<file path="src/rtl/mem_arbiter_if.sv">
// Bus bundle between minuteCore's fetch/data ports, the arbiter and the shared memory port.
// The slave view belongs to the arbiter. The master view belongs to the core and memory side.
interface mem_arbiter_if #(
    parameter int ADDR_W = 32,
    parameter int DATA_W = 32
);
    // instruction fetch port
    logic [ADDR_W-1:0] imem_rd_addr;
    logic              imem_rd_enable;
    logic [DATA_W-1:0] imem_rd_data;
    logic              imem_rd_ready;
    // data read/write port
    logic [ADDR_W-1:0] dmem_addr;
    logic              dmem_r_enable;
    logic              dmem_w_enable;
    logic [DATA_W-1:0] dmem_w_data;
    logic [DATA_W-1:0] dmem_r_data;
    logic              dmem_ready;
    // shared memory port
    logic [ADDR_W-1:0] mem_addr;
    logic              mem_r_enable;
    logic              mem_w_enable;
    logic [DATA_W-1:0] mem_w_data;
    logic [DATA_W-1:0] mem_r_data;
    logic              mem_ready;

    modport slave (
        input  imem_rd_addr, imem_rd_enable,
        output imem_rd_data, imem_rd_ready,
        input  dmem_addr, dmem_r_enable, dmem_w_enable, dmem_w_data,
        output dmem_r_data, dmem_ready,
        output mem_addr, mem_r_enable, mem_w_enable, mem_w_data,
        input  mem_r_data, mem_ready
    );

    modport master (
        output imem_rd_addr, imem_rd_enable,
        input  imem_rd_data, imem_rd_ready,
        output dmem_addr, dmem_r_enable, dmem_w_enable, dmem_w_data,
        input  dmem_r_data, dmem_ready,
        input  mem_addr, mem_r_enable, mem_w_enable, mem_w_data,
        output mem_r_data, mem_ready
    );
endinterface

</file>
<file path="src/rtl/mem_arbiter.sv">
// Two-into-one memory arbiter. It merges instruction fetch and data access onto one
// wait-state memory port. Round-robin arbitration applies on conflict.
// All outputs come from registers, so there is no input-to-output combinational path.
module mem_arbiter #(
    parameter int ADDR_W = 32,
    parameter int DATA_W = 32
) (
    input  logic           clk,
    input  logic           reset,
    mem_arbiter_if.slave   bus
);
    typedef enum logic [1:0] {
        IDLE = 2'd0,
        BUSY = 2'd1,
        RESP = 2'd2
    } state_t;

    localparam logic GRANT_IMEM = 1'b0;
    localparam logic GRANT_DMEM = 1'b1;

    state_t            state_r, next_state_s;
    // last_grant_r also identifies the requester that owns the current access.
    logic              last_grant_r, last_grant_nxt_s;
    logic [ADDR_W-1:0] mem_addr_r, mem_addr_nxt_s;
    logic [DATA_W-1:0] mem_w_data_r, mem_w_data_nxt_s;
    logic              mem_r_en_r, mem_r_en_nxt_s;
    logic              mem_w_en_r, mem_w_en_nxt_s;
    logic [DATA_W-1:0] imem_data_r, imem_data_nxt_s;
    logic [DATA_W-1:0] dmem_data_r, dmem_data_nxt_s;
    logic              imem_ready_r, imem_ready_nxt_s;
    logic              dmem_ready_r, dmem_ready_nxt_s;

    logic              imem_req_s;
    logic              dmem_req_s;
    logic              grant_dmem_s;

    assign imem_req_s   = bus.imem_rd_enable;
    assign dmem_req_s   = bus.dmem_r_enable | bus.dmem_w_enable;
    // On conflict, data wins only if fetch was served last.
    assign grant_dmem_s = dmem_req_s & (~imem_req_s | (last_grant_r == GRANT_IMEM));

    // State register with asynchronous reset.
    always_ff @(posedge clk or negedge reset) begin
        if (!reset) begin
            state_r <= IDLE;
        end else begin
            state_r <= next_state_s;
        end
    end

    // Next-state logic. mem_ready is ignored outside BUSY and requests are ignored in RESP.
    always_comb begin
        next_state_s = state_r;
        case (state_r)
            IDLE: begin
                if (imem_req_s || dmem_req_s) begin
                    next_state_s = BUSY;
                end else begin
                    next_state_s = IDLE;
                end
            end
            BUSY: begin
                if (bus.mem_ready) begin
                    next_state_s = RESP;
                end else begin
                    next_state_s = BUSY;
                end
            end
            RESP:    next_state_s = IDLE;
            default: next_state_s = IDLE;
        endcase
    end

    // Next values of the registered outputs. Everything holds unless a grant or completion occurs.
    always_comb begin
        last_grant_nxt_s = last_grant_r;
        mem_addr_nxt_s   = mem_addr_r;
        mem_w_data_nxt_s = mem_w_data_r;
        mem_r_en_nxt_s   = mem_r_en_r;
        mem_w_en_nxt_s   = mem_w_en_r;
        imem_data_nxt_s  = imem_data_r;
        dmem_data_nxt_s  = dmem_data_r;
        imem_ready_nxt_s = 1'b0;
        dmem_ready_nxt_s = 1'b0;
        case (state_r)
            IDLE: begin
                if (grant_dmem_s) begin
                    // A simultaneous read and write request is treated as a write.
                    last_grant_nxt_s = GRANT_DMEM;
                    mem_addr_nxt_s   = bus.dmem_addr;
                    mem_w_data_nxt_s = bus.dmem_w_data;
                    mem_w_en_nxt_s   = bus.dmem_w_enable;
                    mem_r_en_nxt_s   = ~bus.dmem_w_enable;
                end else if (imem_req_s) begin
                    last_grant_nxt_s = GRANT_IMEM;
                    mem_addr_nxt_s   = bus.imem_rd_addr;
                    mem_w_data_nxt_s = {DATA_W{1'b0}};
                    mem_w_en_nxt_s   = 1'b0;
                    mem_r_en_nxt_s   = 1'b1;
                end else begin
                    mem_r_en_nxt_s   = 1'b0;
                    mem_w_en_nxt_s   = 1'b0;
                end
            end
            BUSY: begin
                if (bus.mem_ready) begin
                    mem_r_en_nxt_s = 1'b0;
                    mem_w_en_nxt_s = 1'b0;
                    if (mem_r_en_r && (last_grant_r == GRANT_DMEM)) begin
                        dmem_data_nxt_s = bus.mem_r_data;
                    end else if (mem_r_en_r) begin
                        imem_data_nxt_s = bus.mem_r_data;
                    end else begin
                        // A write leaves both read-data registers untouched.
                        dmem_data_nxt_s = dmem_data_r;
                    end
                    if (last_grant_r == GRANT_DMEM) begin
                        dmem_ready_nxt_s = 1'b1;
                    end else begin
                        imem_ready_nxt_s = 1'b1;
                    end
                end else begin
                    // Wait state: the memory-side outputs stay stable.
                    mem_addr_nxt_s = mem_addr_r;
                end
            end
            RESP: begin
                mem_r_en_nxt_s = 1'b0;
                mem_w_en_nxt_s = 1'b0;
            end
            default: begin
                mem_r_en_nxt_s = 1'b0;
                mem_w_en_nxt_s = 1'b0;
            end
        endcase
    end

    // Output and arbitration registers. Reset abandons any in-flight access.
    always_ff @(posedge clk or negedge reset) begin
        if (!reset) begin
            last_grant_r <= GRANT_IMEM;
            mem_addr_r   <= {ADDR_W{1'b0}};
            mem_w_data_r <= {DATA_W{1'b0}};
            mem_r_en_r   <= 1'b0;
            mem_w_en_r   <= 1'b0;
            imem_data_r  <= {DATA_W{1'b0}};
            dmem_data_r  <= {DATA_W{1'b0}};
            imem_ready_r <= 1'b0;
            dmem_ready_r <= 1'b0;
        end else begin
            last_grant_r <= last_grant_nxt_s;
            mem_addr_r   <= mem_addr_nxt_s;
            mem_w_data_r <= mem_w_data_nxt_s;
            mem_r_en_r   <= mem_r_en_nxt_s;
            mem_w_en_r   <= mem_w_en_nxt_s;
            imem_data_r  <= imem_data_nxt_s;
            dmem_data_r  <= dmem_data_nxt_s;
            imem_ready_r <= imem_ready_nxt_s;
            dmem_ready_r <= dmem_ready_nxt_s;
        end
    end

    assign bus.mem_addr      = mem_addr_r;
    assign bus.mem_w_data    = mem_w_data_r;
    assign bus.mem_r_enable  = mem_r_en_r;
    assign bus.mem_w_enable  = mem_w_en_r;
    assign bus.imem_rd_data  = imem_data_r;
    assign bus.imem_rd_ready = imem_ready_r;
    assign bus.dmem_r_data   = dmem_data_r;
    assign bus.dmem_ready    = dmem_ready_r;
endmodule

</file>
<file path="src/flat_wrapper.sv">
// flat-port wrapper written by rule: the top's interface ports become plain ports
module mem_arbiter_flat 
#(
    parameter int ADDR_W = 32,
    parameter int DATA_W = 32
)
  (clk, reset, bus_imem_rd_addr, bus_imem_rd_enable, bus_imem_rd_data, bus_imem_rd_ready, bus_dmem_addr, bus_dmem_r_enable, bus_dmem_w_enable, bus_dmem_w_data, bus_dmem_r_data, bus_dmem_ready, bus_mem_addr, bus_mem_r_enable, bus_mem_w_enable, bus_mem_w_data, bus_mem_r_data, bus_mem_ready);
  mem_arbiter_if #(.ADDR_W(ADDR_W), .DATA_W(DATA_W)) bus_i ();
  input  logic clk;
  input  logic reset;
  input wire logic [$bits(bus_i.imem_rd_addr)-1:0] bus_imem_rd_addr;
  input wire logic [$bits(bus_i.imem_rd_enable)-1:0] bus_imem_rd_enable;
  output wire logic [$bits(bus_i.imem_rd_data)-1:0] bus_imem_rd_data;
  output wire logic [$bits(bus_i.imem_rd_ready)-1:0] bus_imem_rd_ready;
  input wire logic [$bits(bus_i.dmem_addr)-1:0] bus_dmem_addr;
  input wire logic [$bits(bus_i.dmem_r_enable)-1:0] bus_dmem_r_enable;
  input wire logic [$bits(bus_i.dmem_w_enable)-1:0] bus_dmem_w_enable;
  input wire logic [$bits(bus_i.dmem_w_data)-1:0] bus_dmem_w_data;
  output wire logic [$bits(bus_i.dmem_r_data)-1:0] bus_dmem_r_data;
  output wire logic [$bits(bus_i.dmem_ready)-1:0] bus_dmem_ready;
  output wire logic [$bits(bus_i.mem_addr)-1:0] bus_mem_addr;
  output wire logic [$bits(bus_i.mem_r_enable)-1:0] bus_mem_r_enable;
  output wire logic [$bits(bus_i.mem_w_enable)-1:0] bus_mem_w_enable;
  output wire logic [$bits(bus_i.mem_w_data)-1:0] bus_mem_w_data;
  input wire logic [$bits(bus_i.mem_r_data)-1:0] bus_mem_r_data;
  input wire logic [$bits(bus_i.mem_ready)-1:0] bus_mem_ready;
  assign bus_i.imem_rd_addr = bus_imem_rd_addr;
  assign bus_i.imem_rd_enable = bus_imem_rd_enable;
  assign bus_imem_rd_data = bus_i.imem_rd_data;
  assign bus_imem_rd_ready = bus_i.imem_rd_ready;
  assign bus_i.dmem_addr = bus_dmem_addr;
  assign bus_i.dmem_r_enable = bus_dmem_r_enable;
  assign bus_i.dmem_w_enable = bus_dmem_w_enable;
  assign bus_i.dmem_w_data = bus_dmem_w_data;
  assign bus_dmem_r_data = bus_i.dmem_r_data;
  assign bus_dmem_ready = bus_i.dmem_ready;
  assign bus_mem_addr = bus_i.mem_addr;
  assign bus_mem_r_enable = bus_i.mem_r_enable;
  assign bus_mem_w_enable = bus_i.mem_w_enable;
  assign bus_mem_w_data = bus_i.mem_w_data;
  assign bus_i.mem_r_data = bus_mem_r_data;
  assign bus_i.mem_ready = bus_mem_ready;
  mem_arbiter #(.ADDR_W(ADDR_W), .DATA_W(DATA_W)) u_core (.clk(clk), .reset(reset), .bus(bus_i));
endmodule
</file>
<file path="config.mk">
export PLATFORM = sky130hd
export DESIGN_NAME = mem_arbiter_flat
export DESIGN_NICKNAME = d
export VERILOG_FILES = /design/src/rtl/mem_arbiter_if.sv /design/src/rtl/mem_arbiter.sv /design/src/flat_wrapper.sv
export SDC_FILE = /design/constraint.sdc
export NUM_CORES = 1
export LEC_CHECK = 0
export BUFFER_PORTS_ARGS = -buffer_cell sky130_fd_sc_hd__buf_4
export CAP_MARGIN = 20
export CORE_MARGIN = 5
export CORE_UTILIZATION = 40
export DETAILED_ROUTE_END_ITERATION = 10
export GPL_TIMING_DRIVEN = 0
export MAX_ROUTING_LAYER = met4
export PLACE_DENSITY = 0.73
export RECOVER_POWER = 50
export SLEW_MARGIN = 20
export SYNTH_ARGS = -nofsm -noshare
export SYNTH_HDL_FRONTEND = slang
export SYNTH_SLANG_ARGS = --single-unit
</file>
<file path="constraint.sdc">
create_clock -name clk -period 1.7 [get_ports clk]
set_input_delay 0.085 -clock clk [delete_from_list [all_inputs] [get_ports clk]]
set_output_delay 0.085 -clock clk [all_outputs]
set_load 0.005 [all_outputs]
</file>
### Yosys cells after proc, flatten, opt, wreduce, memory -nomap -nowiden

Index checks and enable logic that the tools add are counted.
W data, S select, Z words.

| cells by class | value |
|---|---|
| eq/ne operators | 2 |
| muxes and demuxes | 21 |
| reductions and logical operators | 7 |
| bitwise logic cells | 7 |

Operators with widths:

| cell | number |
|---|---|
| $mux W32 | 4 |
| $mux W1 | 13 |
| $not A1 Y1 | 4 |
| $pmux W1 S2 | 2 |
| $pmux W2 S2 | 1 |
| $reduce_and A4 Y1 | 1 |
| $reduce_and A3 Y1 | 1 |
| $eq A2 B1 Y1 const B | 1 |
| $logic_not A2 Y1 | 1 |
| $mux W2 | 1 |
| $ne A2 B2 Y1 const B | 1 |
| $or A1 B1 Y1 | 2 |
| $reduce_and A2 Y1 | 1 |
| $reduce_bool A2 Y1 | 1 |
| $and A1 B1 Y1 | 1 |
| $logic_and A1 B1 Y1 | 1 |
| $logic_or A1 B1 Y1 | 1 |

| word-level totals | value |
|---|---|
| bits in registers | 135 |
| input port bits | 134 |

### Depth between registers and ports, before layout

| depth | value |
|---|---|
| depth in word-level cells | 5 |
| gate-level depth with buffers | 6 |
| gate-level depth less buffers | 3 |

### Worst setup path before layout

Ideal clock, no wire load.

| path | value |
|---|---|
| kind | register -> register |
| start point | register u_core.last_grant_r |
| end point | register u_core.mem_addr_r[27], in the netlist u_core.bus.mem_addr[27] |
| cell stages (with the launch flop) | 6 |
| setup time | 0.125 ns |
| data arrival time | 1.558 ns |
| setup slack | 0.018 ns |
| required time | 1.575 ns |
| clock period less this slack | 1.682 ns |
| cell sequence | dfrtp_1 -> a2bb2oi_1 -> buf_4 -> buf_2 -> mux2_2 -> mux2_2 |

| between the ends | value |
|---|---|
| longest elaborated chain between the ends | 5 |

RTL lines:

| item | RTL line | text |
|---|---|---|
| from (decl) | mem_arbiter.sv:23 | `logic last_grant_r, last_grant_nxt_s;` |
| from (signal assigned) | mem_arbiter.sv:151 | `last_grant_r <= last_grant_nxt_s;` |
| $not A1 Y1 * | mem_arbiter.sv:40 | `assign grant_dmem_s = dmem_req_s & (~imem_req_s \| (last_grant_r == GRANT_IMEM));` |
| $or A1 B1 Y1 * | mem_arbiter.sv:40 |  |
| $and A1 B1 Y1 * | mem_arbiter.sv:40 |  |
| $reduce_bool A2 Y1 (no line) | -- |  |
| $reduce_and A2 Y1 (no line) | -- |  |
| to (signal assigned) | mem_arbiter.sv:142 | `mem_addr_r <= {ADDR_W{1'b0}};` |
| to (signal assigned) | mem_arbiter.sv:152 | `mem_addr_r <= mem_addr_nxt_s;` |
| to (decl) | mem_arbiter.sv:24 | `logic [ADDR_W-1:0] mem_addr_r, mem_addr_nxt_s;` |

Mark *: on every way between the ends. The rest lies on a longest branch, timed or not.
A chain may end at the register's enable or synchronous reset.

### Final worst setup path

| path | value |
|---|---|
| start point | register u_core.state_r[1] |
| end point | register u_core.imem_data_r[8], in the netlist u_core.bus.imem_rd_data[8] |

| between the ends | value |
|---|---|
| longest elaborated chain between the ends | 2 |

RTL lines:

| item | RTL line | text |
|---|---|---|
| from (decl) | mem_arbiter.sv:21 | `state_t state_r, next_state_s;` |
| from (signal assigned) | mem_arbiter.sv:47 | `state_r <= next_state_s;` |
| $eq A2 B1 Y1 | mem_arbiter.sv:85 | `case (state_r)` |
| $reduce_and A4 Y1 (no line) | -- |  |
| to (signal assigned) | mem_arbiter.sv:146 | `imem_data_r <= {DATA_W{1'b0}};` |
| to (signal assigned) | mem_arbiter.sv:156 | `imem_data_r <= imem_data_nxt_s;` |
| to (decl) | mem_arbiter.sv:28 | `logic [DATA_W-1:0] imem_data_r, imem_data_nxt_s;` |

No other way between the ends.

==> results.md <==
- Hold WC Path Type: input port to register
- Cts bufs inserted: 17
- NetSw: 4.453 mW
- CP peak stage delay: 0.41 ns
- Die span in y: 128.5 um
- Mux contribution to synthesized area: 0.3157
- Vias in the first global route: 5057
- Final Instance Area: 9123 sq um
- Routed len/inst: 17.43 um
- Hold Slack: 0.03854 ns
- Worst-skew pair later-pin latency: 0.41 ns
- Combinational share of power: 0.390
- Warnings from Yosys: 0
- Final critical-path required period: 1.645 ns
- Clock buffer depth: 2
- Internal Dissipation: 10.53 mW
- Antenna violations before repair: 0
- Max-cap violations: 0
- Netlist cell types: 22
- Critical Path Start Type: register
- # clock sinks: 135
- IO buf count: 265
- Register area share after synthesis: 0.6016
- Vias per cell: 4.692
- Placeable Area: 13830 sq um
- Crit-path slowest cell: dfrtp_1
- Clk pwr share: 0.238
- CTS HTree Levels: 4
- Final ANT Viol Nets: 0
- Mapped Cells: 399
- Total track usage: 0.2087
- Leak: 4.459 nW
- Slew Viols, Final: 0
- Top Ports: 266
- Peak VDD IR: 0.9661 mV
- Reg power frac: 0.372
- Final nets: 893
- Worst-path fanout max: 10
- Via count: 4457
- Layout cells sized above 1: 0.5494
- Clock slew at reported path FFs: 0.06 ns
- Post-DP HPWL: 11750 um
- Fin. Hold Viols: 0
- CP endpoint kind: register
- Synth Area in Simple Gates: 0.03520
- Critical Path AT: 1.94 ns
- Worst-path cell chain: nand2b_1 -> nor3_4 -> buf_4 -> buf_4 -> mux2_2
- Max_slew headroom: 0.3683
- Xor and xnor fraction of the mapped netlist area: 0
- Crit-path most repeated cell: buf_4
- First-pass iteration count of the detailed router: 4
- Synth Register Bits: 135
- First-pass GRT wire length: 26180 um
- Compound-cell area share of the yosys netlist: 0.005570
- Fmax: 608.0 MHz
- Mapped Nets: 533
- Number of remaining DRC errors: 0
- Outcome: finished, final reports clean
- Synth Area per Inst: 14.07 sq um
- # fillers: 1076
- Total routed wirelength: 16560 um
- Crit path required time: 1.99 ns
- Chip width: 128.5 um
- Clock Skew: 0.006570 ns
- Endpoints failing setup: 0
- CTS tree: done
- Tcrit/Tclk final: 0.9675
- Least-Margin Pin Slew: 0.9475 ns
- Setup TNS: 0 ns
- Cell Area, Synth: 5615 sq um
- Die area: 16510 sq um
- Antenna cell count: 0
- Largest net degree at the start of global routing: 70
- Cell Pwr Density: 1642 nW/um^2
- RSZ-0062 raised after global routing: yes
- Largest family of logic cells by synthesized area: multiplexers
- Post-placement cell area: 7865 sq um
- GPL Wtd Cong: 0.8380
- Setup CP Type: register to register
- Initial cell density of the core: 0.4061
- Post-synthesis adder-cell area fraction: 0
- P&R area growth vs syn: 62.46%
- Total grt overflow: 0
- Switching share of power: 0.2972
- CTS root buffer: clkbuf_16
- Cell row count: 43
- Initial drt markers: 118
## worst paths after layout
path                       slack [ns]                         end  cells past startpoint         startpoint
max                              0.06  u_core.bus.imem_rd_data[8]                      5  u_core.state_r[1]
min                              0.04      u_core.bus.mem_addr[5]                      3   bus_dmem_addr[5]
max reg2reg                      0.06  u_core.bus.imem_rd_data[8]                      5  u_core.state_r[1]
min reg2reg                      0.49     u_core.bus.mem_w_enable                      1  u_core.state_r[1]
max in group asynchronous        0.47           u_core.state_r[1]                      3              reset
min in group asynchronous        0.38  u_core.bus.imem_rd_data[4]                      2              reset
## layer usage
metal / global-route usage / vias up / routed length, um
met5: - / - / 0
met4: 0.05618 / 0 / 274
met3: 0.07513 / 24 / 1454
met2: 0.3629 / 180 / 8789
met1: 0.2257 / 2177 / 6037
li1: - / 2076 / -
## stage by stage
| step | power [mW] | utilization | setup WS [ns] | instances |
|---|---|---|---|---|
| global route | 15.94 | 0.6598 | -0.01633 | 950 |
| CTS | 15.41 | 0.6646 | -0.05699 | 948 |
| floorplan | 8.141 | - | 0.01766 | 399 |
| finish | 14.98 | 0.6598 | 0.05525 | 950 |
| global placement | 11.28 | 0.5663 | -0.1967 | 844 |
| detailed placement | 11.53 | 0.5688 | -0.2494 | 845 |
## state kept, by name, indices dropped and copies added, names as in the netlist
register / cells
u_core.bus.mem_r_enable: 1
u_core.last_grant_r: 1
u_core.bus.dmem_r_data: 32
u_core.bus.mem_w_data: 32
u_core.bus.mem_w_enable: 1
u_core.state_r: 2
u_core.bus.mem_addr: 32
u_core.bus.dmem_ready: 1
u_core.bus.imem_rd_data: 32
u_core.bus.imem_rd_ready: 1
## logic make-up after synthesis
logic type,Yosys count
mux,161
flops,135
buf+inv,53
simple gates,46
compound gates,4
## synth_stat cells
library cell  count  area share
a2bb2oi_1         1      0.0016
nand3b_1          1      0.0013
a21oi_1           1     0.00089
buf_6             1      0.0020
nor3_1            3      0.0027
a21o_1            1      0.0013
and3_1            1      0.0011
buf_4             2      0.0027
nor2_1            1     0.00067
nand2b_1          1      0.0011
mux2i_1          32       0.057
mux2_2          127        0.25
nor2b_1           1      0.0011
buf_2            17       0.015
a32o_1            1      0.0018
nand3_1           1     0.00089
nand2_1          35       0.023
inv_1            33       0.022
dfrtp_1         135        0.60
nor3_2            1      0.0018
mux2_1            2      0.0040
nand4_1           1      0.0011
## power groups by stage
stage                     registers (mW)  logic (mW)  clock network (mW)
final                               5.57        5.85                3.56
after global placement              5.52        5.77                   0
after global routing                5.76        6.39                3.79
after floorplan                     5.62        2.52                   0
after detailed placement            5.61        5.92                   0
after CTS                           5.58        6.20                3.63
## final cells by class
class / instances / area [sq um] / area share
timing repair buffer: 341 / 2649 / 0.2904
tap: 180 / 225.2 / 0.02469
clock buffer: 22 / 474.2 / 0.05198
clock inverter: 8 / 98.84 / 0.01084
sequential: 135 / 3378 / 0.3703
multi-input combinational: 211 / 2031 / 0.2226
inverter: 33 / 123.9 / 0.01358
buffer: 20 / 142.6 / 0.01564
## cells in the final DEF, fill, tap and decap left out
cell type | netlist | routed
a21o_1 | 1 | 1
a21oi_1 | 1 | 1
a2bb2oi_4 | 0 | 1
a32o_1 | 1 | 1
and3_1 | 1 | 1
buf_12 | 0 | 1
buf_16 | 0 | 1
buf_2 | 17 | 10
buf_4 | 2 | 192
buf_6 | 1 | 4
bufinv_16 | 0 | 2
clkbuf_1 | 0 | 31
clkbuf_16 | 0 | 17
clkbuf_4 | 0 | 57
clkbuf_8 | 0 | 3
clkinv_2 | 0 | 3
clkinv_4 | 0 | 1
clkinvlp_4 | 0 | 2
dfrtp_1 | 135 | 135
dlygate4sd3_1 | 0 | 67
inv_1 | 33 | 33
mux2_1 | 2 | 2
mux2_2 | 127 | 127
mux2i_1 | 32 | 32
nand2_1 | 35 | 35
nand2b_1 | 1 | 1
nand3_1 | 1 | 1
nand3b_1 | 1 | 1
nand4_1 | 1 | 1
nor2_1 | 1 | 1
nor2b_1 | 1 | 1
nor3_1 | 3 | 2
nor3_2 | 1 | 1
nor3_4 | 0 | 1
## worst max-delay path: cells and delay by family (launching register included)
family                 cells  cell delay, ns
DFF                        1            0.41
and+or+nand+nor            2            0.39
buffers and inverters      2            0.37
muxes                      1            0.36
## timing repair
action	CTS	global route
hold endpoints to repair	167	0
gates cloned	0	1
resized for setup	7	9
setup endpoints to repair	114	84
pin swaps	2	2
setup buffers	6	1
hold buffers	67	0
(Power assumes the default switching activity.)
